[src/rtl/smart_alu_pkg.sv]
// Shared types and default widths for the smart-bits ALU scheduler.
package smart_alu_pkg;

    localparam int N_REQ_DEF = 4;
    localparam int OP_W_DEF  = 10;
    localparam int ALU_W_DEF = 16;

    typedef enum logic [1:0] {
        OP_ADD = 2'b00,
        OP_SHL = 2'b01,
        OP_LE  = 2'b10,
        OP_AND = 2'b11
    } op_e;

    typedef enum logic [1:0] {
        ST_IDLE = 2'b00,
        ST_EXEC = 2'b01,
        ST_RESP = 2'b10
    } state_e;

endpackage

[src/rtl/smart_alu_core.sv]
// Combinational smart-bits ALU: add, shift-left, unsigned compare, reduce-and.
module smart_alu_core
    import smart_alu_pkg::*;
#(
    parameter int OP_W  = OP_W_DEF,
    parameter int ALU_W = ALU_W_DEF
) (
    input  op_e              op,
    input  logic [ALU_W-1:0] a_ext,
    input  logic [ALU_W-1:0] b,
    input  logic [OP_W-1:0]  a_raw,
    output logic [ALU_W-1:0] result
);

    // A shift amount of ALU_W or more pushes every bit out.
    localparam logic [ALU_W-1:0] SHIFT_LIMIT = ALU_W'(ALU_W);

    // Result select; compare and reduce only drive bit 0.
    always_comb begin
        result = '0;
        case (op)
            OP_ADD: result = a_ext + b;
            OP_SHL: result = (b >= SHIFT_LIMIT) ? '0 : (a_ext << b);
            OP_LE:  result = {{(ALU_W-1){1'b0}}, (a_ext <= b)};
            OP_AND: result = {{(ALU_W-1){1'b0}}, (&a_raw)};
            default: result = '0;
        endcase
    end

endmodule

[src/rtl/smart_alu_sched.sv]
// Round-robin scheduler sharing one smart-bits ALU among N_REQ requesters.
//
// state   | meaning
// --------+-----------------------------------------------------------
// ST_IDLE | waiting for any req_valid; grants and latches operands
// ST_EXEC | ALU evaluates latched operands, result registered
// ST_RESP | result held on resp_* until resp_ready handshake
module smart_alu_sched
    import smart_alu_pkg::*;
#(
    parameter int N_REQ = N_REQ_DEF,
    parameter int OP_W  = OP_W_DEF,
    parameter int ALU_W = ALU_W_DEF
) (
    input  logic                       CLK,
    input  logic                       RESETN,
    input  logic [N_REQ-1:0]           req_valid,
    output logic [N_REQ-1:0]           req_ready,
    input  logic [2*N_REQ-1:0]         req_op,
    input  logic [N_REQ*OP_W-1:0]      req_a,
    input  logic [N_REQ*ALU_W-1:0]     req_b,
    output logic                       resp_valid,
    input  logic                       resp_ready,
    output logic [$clog2(N_REQ)-1:0]   resp_id,
    output logic [ALU_W-1:0]           resp_data
);

    localparam int ID_W = $clog2(N_REQ);

    state_e           state, next_state;
    logic [ID_W-1:0]  ptr;
    logic [ID_W-1:0]  id_q;
    op_e              op_q;
    logic [OP_W-1:0]  a_q;
    logic [ALU_W-1:0] b_q;
    logic [ALU_W-1:0] resp_data_q;
    logic [ALU_W-1:0] a_ext;
    logic [ALU_W-1:0] alu_result;
    logic [ID_W-1:0]  grant_id;
    logic             grant;

    // Rotate so ptr sits at bit 0, find the lowest set bit, rotate back.
    function automatic logic [ID_W-1:0] rr_pick(input logic [N_REQ-1:0] valid,
                                                input logic [ID_W-1:0]  base);
        logic [2*N_REQ-1:0] dbl;
        logic [N_REQ-1:0]   rot;
        logic [ID_W-1:0]    off;
        dbl = {valid, valid};
        rot = dbl[base +: N_REQ];
        off = '0;
        for (int i = N_REQ - 1; i >= 0; i--) begin
            if (rot[i]) off = ID_W'(i);
        end
        return base + off;
    endfunction

    // Next-state, grant and handshake outputs.
    always_comb begin
        next_state = state;
        req_ready  = '0;
        grant      = 1'b0;
        grant_id   = rr_pick(req_valid, ptr);
        case (state)
            ST_IDLE: begin
                if (|req_valid) begin
                    grant               = 1'b1;
                    req_ready[grant_id] = 1'b1;
                    next_state          = ST_EXEC;
                end
            end
            ST_EXEC: next_state = ST_RESP;
            ST_RESP: if (resp_ready) next_state = ST_IDLE;
            default: next_state = ST_IDLE;
        endcase
        // Nothing is granted while reset is held, whatever the inputs say.
        if (!RESETN) begin
            req_ready = '0;
            grant     = 1'b0;
        end
    end

    // FSM state register.
    always_ff @(posedge CLK) begin
        if (!RESETN) state <= ST_IDLE;
        else         state <= next_state;
    end

    // Operand capture on grant, result capture in EXEC, pointer advance on handshake.
    always_ff @(posedge CLK) begin
        if (!RESETN) begin
            ptr         <= '0;
            id_q        <= '0;
            op_q        <= OP_ADD;
            a_q         <= '0;
            b_q         <= '0;
            resp_data_q <= '0;
        end else begin
            if (grant) begin
                id_q <= grant_id;
                op_q <= op_e'(req_op[2*grant_id +: 2]);
                a_q  <= req_a[grant_id*OP_W +: OP_W];
                b_q  <= req_b[grant_id*ALU_W +: ALU_W];
            end
            if (state == ST_EXEC) resp_data_q <= alu_result;
            if (state == ST_RESP && resp_ready) ptr <= id_q + ID_W'(1);
        end
    end

    assign a_ext = {{(ALU_W-OP_W){1'b0}}, a_q};

    smart_alu_core #(
        .OP_W  (OP_W),
        .ALU_W (ALU_W)
    ) u_core (
        .op     (op_q),
        .a_ext  (a_ext),
        .b      (b_q),
        .a_raw  (a_q),
        .result (alu_result)
    );

    assign resp_valid = (state == ST_RESP) && RESETN;
    assign resp_id    = id_q;
    assign resp_data  = resp_data_q;

endmodule

[config.mk]
export PLATFORM = sky130hd
export DESIGN_NAME = smart_alu_sched
export DESIGN_NICKNAME = d
export VERILOG_FILES = /design/src/rtl/smart_alu_pkg.sv /design/src/rtl/smart_alu_core.sv /design/src/rtl/smart_alu_sched.sv
export SDC_FILE = /design/constraint.sdc
export NUM_CORES = 1
export LEC_CHECK = 0
export ABC_AREA = 1
export BUFFER_PORTS_ARGS = -buffer_cell sky130_fd_sc_hd__buf_2
export CORE_MARGIN = 3
export CORE_UTILIZATION = 55
export CTS_BUF_LIST = sky130_fd_sc_hd__clkbuf_8
export DETAILED_ROUTE_END_ITERATION = 6
export PLACE_DENSITY_LB_ADDON = 0.1
export SYNTH_ARGS = -nofsm -noshare
export SYNTH_HDL_FRONTEND = slang
export SYNTH_SLANG_ARGS = --single-unit
[constraint.sdc]
create_clock -name CLK -period 2.5 [get_ports CLK]
set_clock_uncertainty 0.05 [all_clocks]
set_input_delay 0.25 -clock CLK [delete_from_list [all_inputs] [get_ports CLK]]
set_output_delay 0.25 -clock CLK [all_outputs]
set_load 0.02 [all_outputs]
# Yosys cells after proc, flatten, opt, wreduce, memory -nomap -nowiden
# Cells that the tools add are included.
[totals]
regBits = 50
elab_cells = 52
inputBits = 119
output_inout_bits = 23
[classes]
n_eq_ne = 7
shift = 5
n_reduce_logical = 8
mul = 1
n_mux = 17
addsub = 3
magnitude_cmp = 4
[op_table]
columns = ["operator", "count"]
rows = [
  ["$pmux 16 s4", 1],
  ["$shiftx 64x7->16", 1],
  ["$shiftx 40x7->10", 1],
  ["$add 10x16->16", 1],
  ["$ge 16x5->1 const B", 1],
  ["$le 10x16->1", 1],
  ["$mux 16", 1],
  ["$shl 10x16->16", 1],
  ["$mux 2", 6],
  ["$mux 4", 3],
  ["$reduce_and 10->1", 1],
  ["$shiftx 8x3->4", 1],
  ["$shiftx 8x4->2", 1],
  ["$eq 2x2->1 const B", 3],
  ["$pmux 2 s3", 1],
  ["$mul 2x3->5 const B", 1],
  ["$eq 2x1->1 const B", 2],
  ["$logic_not 2->1", 2],
  ["$mux 1", 4],
  ["$ne 2x2->1 const B", 2],
  ["$reduce_or 4->1", 1],
  ["$logic_and 1x1->1", 3],
  ["$lt 2x3->1 const B", 1],
  ["$add 2x1->2 const B", 1],
  ["other kinds (4)", 4],
]

# Longest topological paths before layout
# Gate-level depths: netlist of run 1.
[logic_depth]
depth_word = 13
depth_mapped = 18
mapped_depth_nobuf = 16

# By module
# From an unflattened synthesis of run 1, not the netlist that was laid out.
[hier_totals]
hier_cells = 818
hier_area_um2 = 5186.2
[modules_own_cells]
columns = ["module", "seq_area_each_um2", "area_per_inst_um2", "instances", "cells_each"]
rows = [
  ["smart_alu_sched", 1001.0, 2850.2, 1, 389],
  ["smart_alu_core", 0.0, 2336.0, 1, 429],
]

# Worst setup path after synthesis of run 1
# Ideal clock, no wire load.
[synth_timing]
path_type = "register to output"
from = "reg ptr[0]"
to = "out req_ready[0]"
t_required_ps = 2200
setup_slack_ps = 99
arrival_ps = 2101
stages_incl_launch_ff = 13
path_cell_list = "dfxtp_1 -> buf_6 -> nand2_1 -> o21ai_2 -> nand2_1 -> o21ai_1 -> a21boi_0 -> ha_1 -> clkbuf_1 -> buf_1 -> nor2_1 -> inv_1 -> nor2_1"
[synth_between]
elab_chain_cells = 13
[synth_rtl]
columns = ["item", "line", "text"]
rows = [
  ["start: declaration", "smart_alu_sched.sv:31", "logic [ID_W-1:0] ptr;"],
  ["start signal: assignment", "smart_alu_sched.sv:105", "if (state == ST_RESP && resp_ready) ptr <= id_q + ID_W'(1);"],
  ["$shiftx 8x3->4", "smart_alu_sched.sv:49", "rot = dbl[base +: N_REQ];"],
  ["$mux 2 (4 in a row)", "smart_alu_sched.sv:52", "if (rot[i]) off = ID_W'(i);"],
  ["$add 2x2->2 (*)", "smart_alu_sched.sv:54", "return base + off;"],
  ["net grant_id[0]", "smart_alu_sched.sv:39", "logic [ID_W-1:0] grant_id;"],
  ["$lt 2x3->1 (not written as such) or $ge 2x1->1 (tied branches)", "smart_alu_sched.sv:67", "req_ready[grant_id] = 1'b1;"],
  ["$logic_and 1x1->1 (not written as such)", "smart_alu_sched.sv:67", ""],
  ["$mux 1 (not written as such)", "smart_alu_sched.sv:67", ""],
  ["$demux 1 s2 (*)", "smart_alu_sched.sv:67", ""],
  ["$mux 4 (*)", "smart_alu_sched.sv:65", "if (|req_valid) begin"],
  ["$mux 4 (*)", "smart_alu_sched.sv:63", "case (state)"],
  ["$mux 4 (*)", "smart_alu_sched.sv:76", "if (!RESETN) begin"],
  ["end: declaration", "smart_alu_sched.sv:18", "output logic [N_REQ-1:0] req_ready,"],
]
# The timed path passes the listed nets; every way through them passes the cells marked *.

# Worst setup path after layout of run 1
# Ends and elaborated chain as after synthesis.

==> results.json, run 1 <==
{
  "synthArstFlopShare_pct": 0,
  "drv_slew": 0,
  "cp_max_fo": 5,
  "overflow": 0,
  "crit_arrival_ns": 2.20,
  "netlist_instances": 889,
  "vias_per_cell": 5.47,
  "path_buf_inv": 5,
  "cts_tree": "yes",
  "crit_family": "buffers and inverters",
  "ys_types": 42,
  "hold_viol_final": 0,
  "htreeDepth": 2,
  "dp_hpwl_um": 12000,
  "synth_nets": 1030,
  "ys_ff_latch": 50,
  "clock.fmax_mhz": 401,
  "dieWidth_um": 100,
  "area_growth_syn_to_layout_pct": 25.1,
  "nets": 1176,
  "ys_warn_count": 0,
  "path_cells": "buf_6 > nand2_2 > o21ai_2 > nand2_1 > o21ai_2 > inv_1 > nand2_1 > a21boi_1 > ha_2 > buf_12 > nor2_4 > inv_2 > nor2_2 > buf_6",
  "fp.dieH_um": 100,
  "avgSynthCellArea_um2": 5.50,
  "p_leak_uw": 0.00354,
  "rows": 33,
  "synth-seq-area-share_pct": 20.5,
  "max_cap_violations": 0,
  "grt_pass1_wl_um": 25200,
  "nFillCells": 829,
  "cts_made_buffers": 5,
  "hold_buffers": 0,
  "grt_usage_pct": 30.9,
  "synth_enable_flop_cells": 0,
  "crit_slowest_cell": "dfxtp_4",
  "final_layout_size_suffix_gt1_share_pct": 23.1,
  "layout_min_cycle_time_ns": 2.50,
  "holdWs_ns": 0.151,
  "rsz0062_at_grt": "true",
  "power_density_nw_per_um2": 536,
  "clock_latency_ns": 0.32,
  "gp_congestion": 0.989,
  "fin_crit_sh_pct": 99.8,
  "end_kind": "output pin",
  "wire_per_inst_um": 13.9,
  "start_util_pct": 58.0,
  "cts.reportedPaths.clkPinSlew_ns": 0.11,
  "syn_area_um2": 4890,
  "drtIter0Drc": 510,
  "finalSetupViolations": 0,
  "cp_slowest_stage_delay_ns": 0.36,
  "start_kind": "flop",
  "ys.flop_type": "dfxtp_1",
  "post-place-ws_ns": 0.101,
  "crit_type": "reg2out",
  "worstMarginPinSlew_ns": 0.555,
  "diodes": 0,
  "coreArea_um2": 8420,
  "die_area_um2": 10100,
  "antenna_found_initial": 0,
  "status": "finished, final reports clean",
  "vdd_drop_max_uv": 358,
  "num_io_pins": 142,
  "setup_ws_ns": 0.00388,
  "cts_buffer_depth": 2,
  "relSlewSlack_pct": 62.7,
  "clock_sinks": 50,
  "ant_nets": 0,
  "cts_root_buf": "clkbuf_8",
  "drt_wl_total_um": 15800,
  "min_path_type": "in2reg",
  "drc": 0,
  "first_pass_iters": 5,
  "grt_start_max_net_pins": 42,
  "port_buffers": 141,
  "grt_pass1_vias": 5523,
  "vias": 6245,
  "cp.required_ns": 2.20
}
==> final cells by class <==
class                      count  area [µm²]  area share, %
clock buffer                   5        68.8           1.13
tap                          105         131           2.15
clock inverter                 3        18.8          0.307
inverter                     107         404           6.61
sequential                    50        1010           16.5
timing repair buffer         181        1100           18.0
multi-input combinational    690        3380           55.3
==> sequential cells by signal, indices dropped and copies added (netlist names) <==
register and count:
state 2, ptr 2, b_q 16, op_q 2, resp_data 16, resp_id 2, a_q 10
==> power by group <==
group	leakage [µW]	internal, µW	switching [µW]	total (µW)
Sequential	0.000414	896	84.2	980
Combinational	0.00307	663	1130	1790
Clock	0.0000483	198	308	506
==> path summary, 6_finish.rpt <==
path | startpoint | to | slack, ns | depth (start not counted)
max | ptr[0]$_SDFFE_PN0P_ | req_ready[0] | 0.004 | 14
min | resp_ready | state[1]$_SDFFE_PN0P_ | 0.15 | 4
max reg2reg | ptr[0]$_SDFFE_PN0P_ | a_q[2]$_SDFFE_PN0P_ | 0.18 | 18
min reg2reg | resp_data[0]$_SDFFE_PN0N_ | resp_data[0]$_SDFFE_PN0N_ | 0.42 | 2
==> cells in the mapped netlist (3+ instances only) <==
cell type	instances	area (µm²)
a21oi_1	60	300
a31oi_1	5	31.3
buf_1	5	18.8
buf_2	6	30.0
buf_4	3	22.5
buf_6	5	56.3
clkbuf_1	23	86.3
dfxtp_1	50	1000
ha_1	21	263
inv_1	100	375
inv_2	5	18.8
nand2_1	352	1320
nand2_2	4	25.0
nand3_1	100	500
nand4_1	13	81.3
nor2_1	51	191
nor2_2	3	18.8
nor3_1	4	20.0
nor4_1	4	25.0
o21ai_0	36	180
o21ai_1	10	50.1
o21ai_2	5	43.8
==> worst reg2reg max path, cell delays in order (launching register included) <==
cell and delay, ns:
dfxtp_4 0.36, buf_6 0.14, nand2_2 0.07, o21ai_2 0.06
nand2_1 0.07, o21ai_2 0.06, inv_1 0.05, nand2_1 0.05
a21boi_1 0.17, ha_2 0.33, inv_2 0.07, buf_4 0.14
buf_12 0.20, nand2_1 0.08, nand2_1 0.06, nand3_1 0.07
nand3_1 0.12, nand2_1 0.06, inv_1 0.06
==> routing by layer <==
layer | wire length [µm] | track usage, %
met1 | 6280 | 40.0
met2 | 7920 | 53.5
met3 | 1280 | 4.66
met4 | 348 | 8.19
met5 | 0 | 0
==> what timing repair did <==
item | 4_1_cts | 5_1_grt
cloned | 2 | 0
gates resized for setup | 11 | 39
setup endpoints to repair | 4 | 30
buffers inserted | 8 | 4
pin swaps | 5 | 18
==> cell usage in the layout, fill, tap and decap left out, types with 5 or more instances in the layout <==
| master | Yosys | layout |
|---|---|---|
| a31oi_1 | 5 | 5 |
| ha_1 | 21 | 19 |
| clkbuf_8 | 0 | 5 |
| nor2_1 | 51 | 49 |
| nand3_1 | 100 | 97 |
| o21ai_0 | 36 | 35 |
| nand2_2 | 4 | 5 |
| buf_2 | 6 | 137 |
| nand2_1 | 352 | 348 |
| inv_2 | 5 | 8 |
| a21oi_1 | 60 | 60 |
| nand4_1 | 13 | 13 |
| buf_4 | 3 | 34 |
| dfxtp_1 | 50 | 47 |
| inv_1 | 100 | 96 |
| buf_6 | 5 | 6 |
| o21ai_1 | 10 | 6 |
| o21ai_2 | 5 | 9 |
==> stage by stage <==
| step | setup TNS, ns | total power, µW | instance area, µm² | instances | utilization (%) |
|---|---|---|---|---|---|
| 2_1_floorplan | 0 | 2130 | 4890 | 889 | - |
| 3_3_place_gp | 0 | 2610 | 5750 | 1120 | 68.3 |
| 3_5_place_dp | 0 | 2620 | 5750 | 1120 | 68.3 |
| 4_1_cts | 0 | 3220 | 5990 | 1138 | 71.1 |
| 5_1_grt | -0.238 | 3530 | 6120 | 1141 | 72.6 |
| 6_report | 0 | 3280 | 6120 | 1141 | 72.6 |
==> cell families (layout without fill, tap and decap cells) <==
kind of cell	count (synthesis)	after routing	share of synthesized area (%)
AOI/OAI and AO/OA	124	124	13.7
xor gates and xnor gates	2	2	0.358
adders and majority gates	22	22	5.78
buffers and inverters	149	296	12.6
DFF	50	50	20.5
muxes	1	1	0.205
and+or+nand+nor	541	541	46.9
No activity file was read; power rests on OpenSTA's default activity.
==> run 2: changes to the inputs <==
CELL_PAD_IN_SITES_DETAIL_PLACEMENT = 1   (was default)
CELL_PAD_IN_SITES_GLOBAL_PLACEMENT = 1   (was default)
CORE_UTILIZATION = 36   (was 55)
==> run 2 against run 1 <==
Combinational power is 8% higher; via count shrank 1.1%; largest power group unchanged; fmax decreased by 0.56%; the run now ends with setup timing left; highest routed layer unchanged; routed wire length rose by 22%.
==> results.json, run 2 (same netlist as run 1, synthesis figures left out) <==
{
  "status": "finished, violations left",
  "violations": "setup timing",
  "relSlewSlack_pct": 61.9,
  "combPwrFrac_pct": 54.7,
  "rrSetupSlack_ns": 0.12,
  "crit_type": "reg2out",
  "power_density_nw_per_um2": 555,
  "gp_congestion": 0.940,
  "grt_usage_pct": 25.6,
  "post-place-ws_ns": 0.0530,
  "finalPower_uw": 3520,
  "reg2reg_from": "ptr[0]$_SDFFE_PN0P_",
  "cts_tree": "yes",
  "setup_ws_ns": -0.0102,
  "vias_per_cell": 5.08,
  "switching_power_uw": 1610,
  "cts_root_buf": "clkbuf_8",
  "num_io_pins": 142,
  "vdd_drop_max_uv": 193,
  "hold_buffers": 0,
  "drc": 0,
  "start_util_pct": 37.8,
  "clock.fmax_mhz": 398,
  "fin_crit_sh_pct": 100,
  "p_leak_uw": 0.00362,
  "power_frac_clock_pct": 17.3,
  "mostFrequentLayoutCell": "nand2_1",
  "drv_slew": 0,
  "grt_start_max_net_pins": 30,
  "holdWs_ns": 0.167,
  "antenna_found_initial": 0,
  "seq_power_share_pct": 28.0,
  "nets": 1183,
  "p_int_uw": 1910,
  "start_kind": "flop",
  "wire_per_inst_um": 15.9,
  "min_path_type": "in2reg",
  "clock_latency_ns": 0.32,
  "end_kind": "output pin",
  "critPathLaunch": "ptr[0]$_SDFFE_PN0P_",
  "drtIter0Drc": 280,
  "max_cap_violations": 0,
  "clock_sinks": 50,
  "drt_wl_total_um": 19300,
  "htreeDepth": 2,
  "hold_viol_final": 0,
  "rows": 41,
  "area_growth_syn_to_layout_pct": 29.8,
  "port_buffers": 141,
  "cp_max_fo": 5,
  "worstMarginPinSlew_ns": 0.570,
  "hold_start": "resp_ready",
  "dp_hpwl_um": 14800,
  "cts_made_buffers": 5,
  "grt_pass1_wl_um": 30800,
  "dieWidth_um": 123,
  "die_area_um2": 15000,
  "grt_pass1_vias": 6214,
  "crit_arrival_ns": 2.21,
  "coreArea_um2": 12900,
  "fp.dieH_um": 123,
  "mostFrequentLayoutCells": "nand2_1, buf_2, inv_1",
  "rsz0062_at_grt": "true",
  "first_pass_iters": 5,
  "swShare_pct": 45.8,
  "ant_nets": 0,
  "diodes": 0,
  "cts_buffer_depth": 2,
  "overflow": 0,
  "cts.reportedPaths.clkPinSlew_ns": 0.10,
  "layout_min_cycle_time_ns": 2.51,
  "final_layout_size_suffix_gt1_share_pct": 23.5,
  "vias": 6174,
  "cp.required_ns": 2.20,
  "finalSetupViolations": 1
}
## run 2: worst max-delay path, cell delays in order, from the launching register on
cell	delay [ns]
dfxtp_4	0.37
buf_12	0.14
nand2_4	0.06
o21ai_4	0.06
o21ai_2	0.16
inv_1	0.07
nand2_1	0.08
a21boi_2	0.06
ha_4	0.34
inv_8	0.04
buf_12	0.12
nor3_4	0.24
buf_6	0.16
## run 2: final cells by class
cell class                      instances  area (µm²)
Fill cell                            1919        6580
Multi-Input combinational cell        690        3400
Timing Repair Buffer                  188        1200
Sequential cell                        50        1010
Inverter                              107         409
Tap cell                              172         215
Clock buffer                            5        68.8
Clock inverter                          3        47.5
## run 2: worst paths after layout
kind,endpoint,depth (start not counted)
hold reg to reg,resp_data[0]$_SDFFE_PN0N_,2
setup reg to reg,b_q[15]$_SDFFE_PN0P_,17
setup / recovery,req_ready[1],12
hold / removal,state[1]$_SDFFE_PN0P_,4
## run 2: through the flow
stage	util, %	std cells	TNS [ns]	area [µm²]
2_1_floorplan	-	889	0	4890
3_3_place_gp	45.3	1191	0	5850
3_5_place_dp	45.3	1191	0	5850
4_1_cts	48.1	1211	-0.0144	6220
5_1_grt	49.1	1215	-0.283	6340
6_report	49.1	1215	-0.0102	6340
## run 2: power groups by stage
stage,Clock [µW],Combinational [µW],Sequential [µW]
floorplan,0,1110,1030
global placement,0,1680,1000
detailed placement,0,1700,1000
CTS,623,1870,984
global route,660,2160,998
finish,611,1930,987
## run 2: timing repair
item | in CTS | in global routing
resized for setup | 23 | 27
gates cloned | 3 | 1
buffers inserted | 9 | 5
pin swaps | 7 | 17
setup endpoints to repair | 4 | 23
hold endpoints to repair | 0 | 0
## run 2: metal layers
layer / up-vias / share of wire, % / GRT usage [%]
met1: 2836 / 44 / 32.5
li1: 3129 / - / -
met4: 0 / 2.6 / 8.19
met3: 31 / 5.8 / 4.93
met2: 178 / 48 / 43.6
met5: - / 0 / 0
==> run 3: changes to the inputs <==
clock period = 2.7 ns   (was 2.5 ns; I/O delays follow)
==> run 3 against run 2 <==
The run now ends clean; non-clock buffer count shrank 23; register-to-register slack gained 0.13 ns; sequential power shrank 6.9%; sequential cell count is the same; utilization shrank 3.5 points; critical path type unchanged; worst setup slack gained 0.17 ns; global-route usage shrank 0.92 points; final cell count shrank 1.9%; design area shrank 7.0%.
==> results.json, run 3 (same netlist as run 1, synthesis figures left out) <==
{
  "hold_viol_final": 0,
  "start_kind": "flop",
  "num_io_pins": 142,
  "gp_congestion": 0.894,
  "relSlewSlack_pct": 63.3,
  "grt_usage_pct": 24.7,
  "holdPathStages": 4,
  "cts_root_buf": "clkbuf_8",
  "final_layout_size_suffix_gt1_share_pct": 19.5,
  "die_area_um2": 15000,
  "mostFrequentLayoutCell": "nand2_1",
  "antenna_found_initial": 0,
  "nFillCells": 1935,
  "vias_per_cell": 5.06,
  "grt_pass1_vias": 6094,
  "drtIter0Drc": 291,
  "utilization_pct": 45.6,
  "start_util_pct": 37.8,
  "drt_wl_total_um": 18000,
  "r2r_end": "resp_data[15]$_SDFFE_PN0N_",
  "finalSetupViolations": 0,
  "port_buffers": 141,
  "clock_latency_ns": 0.32,
  "grt_start_max_net_pins": 59,
  "cts_tree": "yes",
  "path_cells": "nand2_1 > o21ai_2 > nand2_1 > o21ai_1 > inv_1 > nand2_1 > a21boi_0 > ha_1 > inv_1 > buf_12 > nor3_1 > buf_2",
  "crit_family": "buffers and inverters",
  "rrSetupSlack_ns": 0.25,
  "diodes": 0,
  "cts_buffer_depth": 2,
  "grt_pass1_wl_um": 30100,
  "ant_nets": 0,
  "min_path_type": "in2reg",
  "cts.reportedPaths.clkPinSlew_ns": 0.10,
  "fin_crit_sh_pct": 94.0,
  "clock_sinks": 50,
  "fin_cells": 1192,
  "layout_min_cycle_time_ns": 2.54,
  "overflow": 0,
  "cts_made_buffers": 5,
  "max_cap_violations": 0,
  "power_density_nw_per_um2": 500,
  "cp.required_ns": 2.38,
  "vdd_drop_max_uv": 167,
  "dieWidth_um": 123,
  "rows": 41,
  "worst_path_most_repeated_cell": "nand2_1",
  "fp.dieH_um": 123,
  "path_buf_inv": 4,
  "nets": 1160,
  "reg2reg_from": "b_q[6]$_SDFFE_PN0P_",
  "dp_cells": 1183,
  "cp_slowest_stage_delay_ns": 0.41,
  "cp_max_fo": 58,
  "crit_slowest_cell": "dfxtp_4",
  "hold_start": "resp_ready",
  "reg2reg_depth": 10,
  "clock.fmax_mhz": 394,
  "mostFrequentLayoutCells": "nand2_1, buf_2, inv_1",
  "coreArea_um2": 12900,
  "wire_per_inst_um": 15.1,
  "holdPathEnd": "state[1]$_SDFFE_PN0P_",
  "first_pass_iters": 5,
  "crit_type": "reg2out",
  "drv_slew": 0,
  "finalPower_uw": 2950,
  "p_leak_uw": 0.00341,
  "holdWs_ns": 0.172,
  "dp_hpwl_um": 14900,
  "area_growth_syn_to_layout_pct": 20.6,
  "htreeDepth": 2,
  "vias": 6030,
  "end_kind": "output pin",
  "drc": 0,
  "crit_arrival_ns": 2.22,
  "worstMarginPinSlew_ns": 0.548,
  "status": "finished, final reports clean"
}
-- run 3: cell count changes in the layout (fill, tap and decap cells not counted), sizes merged --
cell,previous run,this run
bufbuf,2,0
bufinv,1,0
inv,107,106
buf,185,165
clkinv,2,3
-- run 3: layer usage --
layer | part of all wire [%] | routed length, µm | track usage (%)
met1 | 47 | 8420 | 32.7
met3 | 4.9 | 889 | 3.13
met2 | 46 | 8350 | 42.8
met4 | 2.0 | 369 | 5.53
met5 | 0 | 0 | 0
-- run 3: cell type report --
cell class	instances	area [µm²]	share of cell area, %
Tap cell	172	215	3.65
Sequential cell	50	1010	17.1
Timing Repair Buffer	165	911	15.4
Clock buffer	6	82.6	1.40
Multi-Input combinational cell	690	3270	55.5
Clock inverter	2	8.76	0.149
Inverter	107	402	6.81
-- run 3: through the flow --
| stage | worst slack, ns | cell area, µm² | setup TNS [ns] |
|---|---|---|---|
| final | 0.162 | 5900 | 0 |
| after global routing | -0.0177 | 5900 | -0.0308 |
| after CTS | 0.0314 | 5890 | 0 |
| after detailed placement | 0.229 | 5790 | 0 |
| after global placement | 0.319 | 5790 | 0 |
| after floorplan | 0.279 | 4890 | 0 |
-- run 3: what timing repair did --
item                                    CTS  global route
resized for setup                         1             2
hold endpoints to repair                  0             0
endpoints found under the setup margin    2             4
hold buffers                              0             0
cloned                                    0             0
setup buffers                             0             1
pin swaps                                 0             1
-- run 3: tightest hold or removal path, stage by stage --
cell and delay, ns:
buf_2 0.07, inv_1 0.04, nand2_1 0.05, o21ai_0 0.06
-- run 3: how the worst max path moves through the flow --
| stage | start | end | cells past startpoint |
|---|---|---|---|
| after floorplan | ptr[0]$_SDFFE_PN0P_ | req_ready[0] | 12 |
| after global placement | ptr[0]$_SDFFE_PN0P_ | req_ready[3] | 12 |
| after detailed placement | ptr[0]$_SDFFE_PN0P_ | a_q[0]$_SDFFE_PN0P_ | 14 |
| after CTS | ptr[0]$_SDFFE_PN0P_ | req_ready[3] | 12 |
| after global routing | ptr[0]$_SDFFE_PN0P_ | req_ready[3] | 12 |
| final | ptr[0]$_SDFFE_PN0P_ | req_ready[3] | 12 |
-- run 3: where the power goes --
group          total, µW  internal, µW  switching [µW]
clock                460           204             256
sequential           919           829            90.4
combinational       1570           528            1040
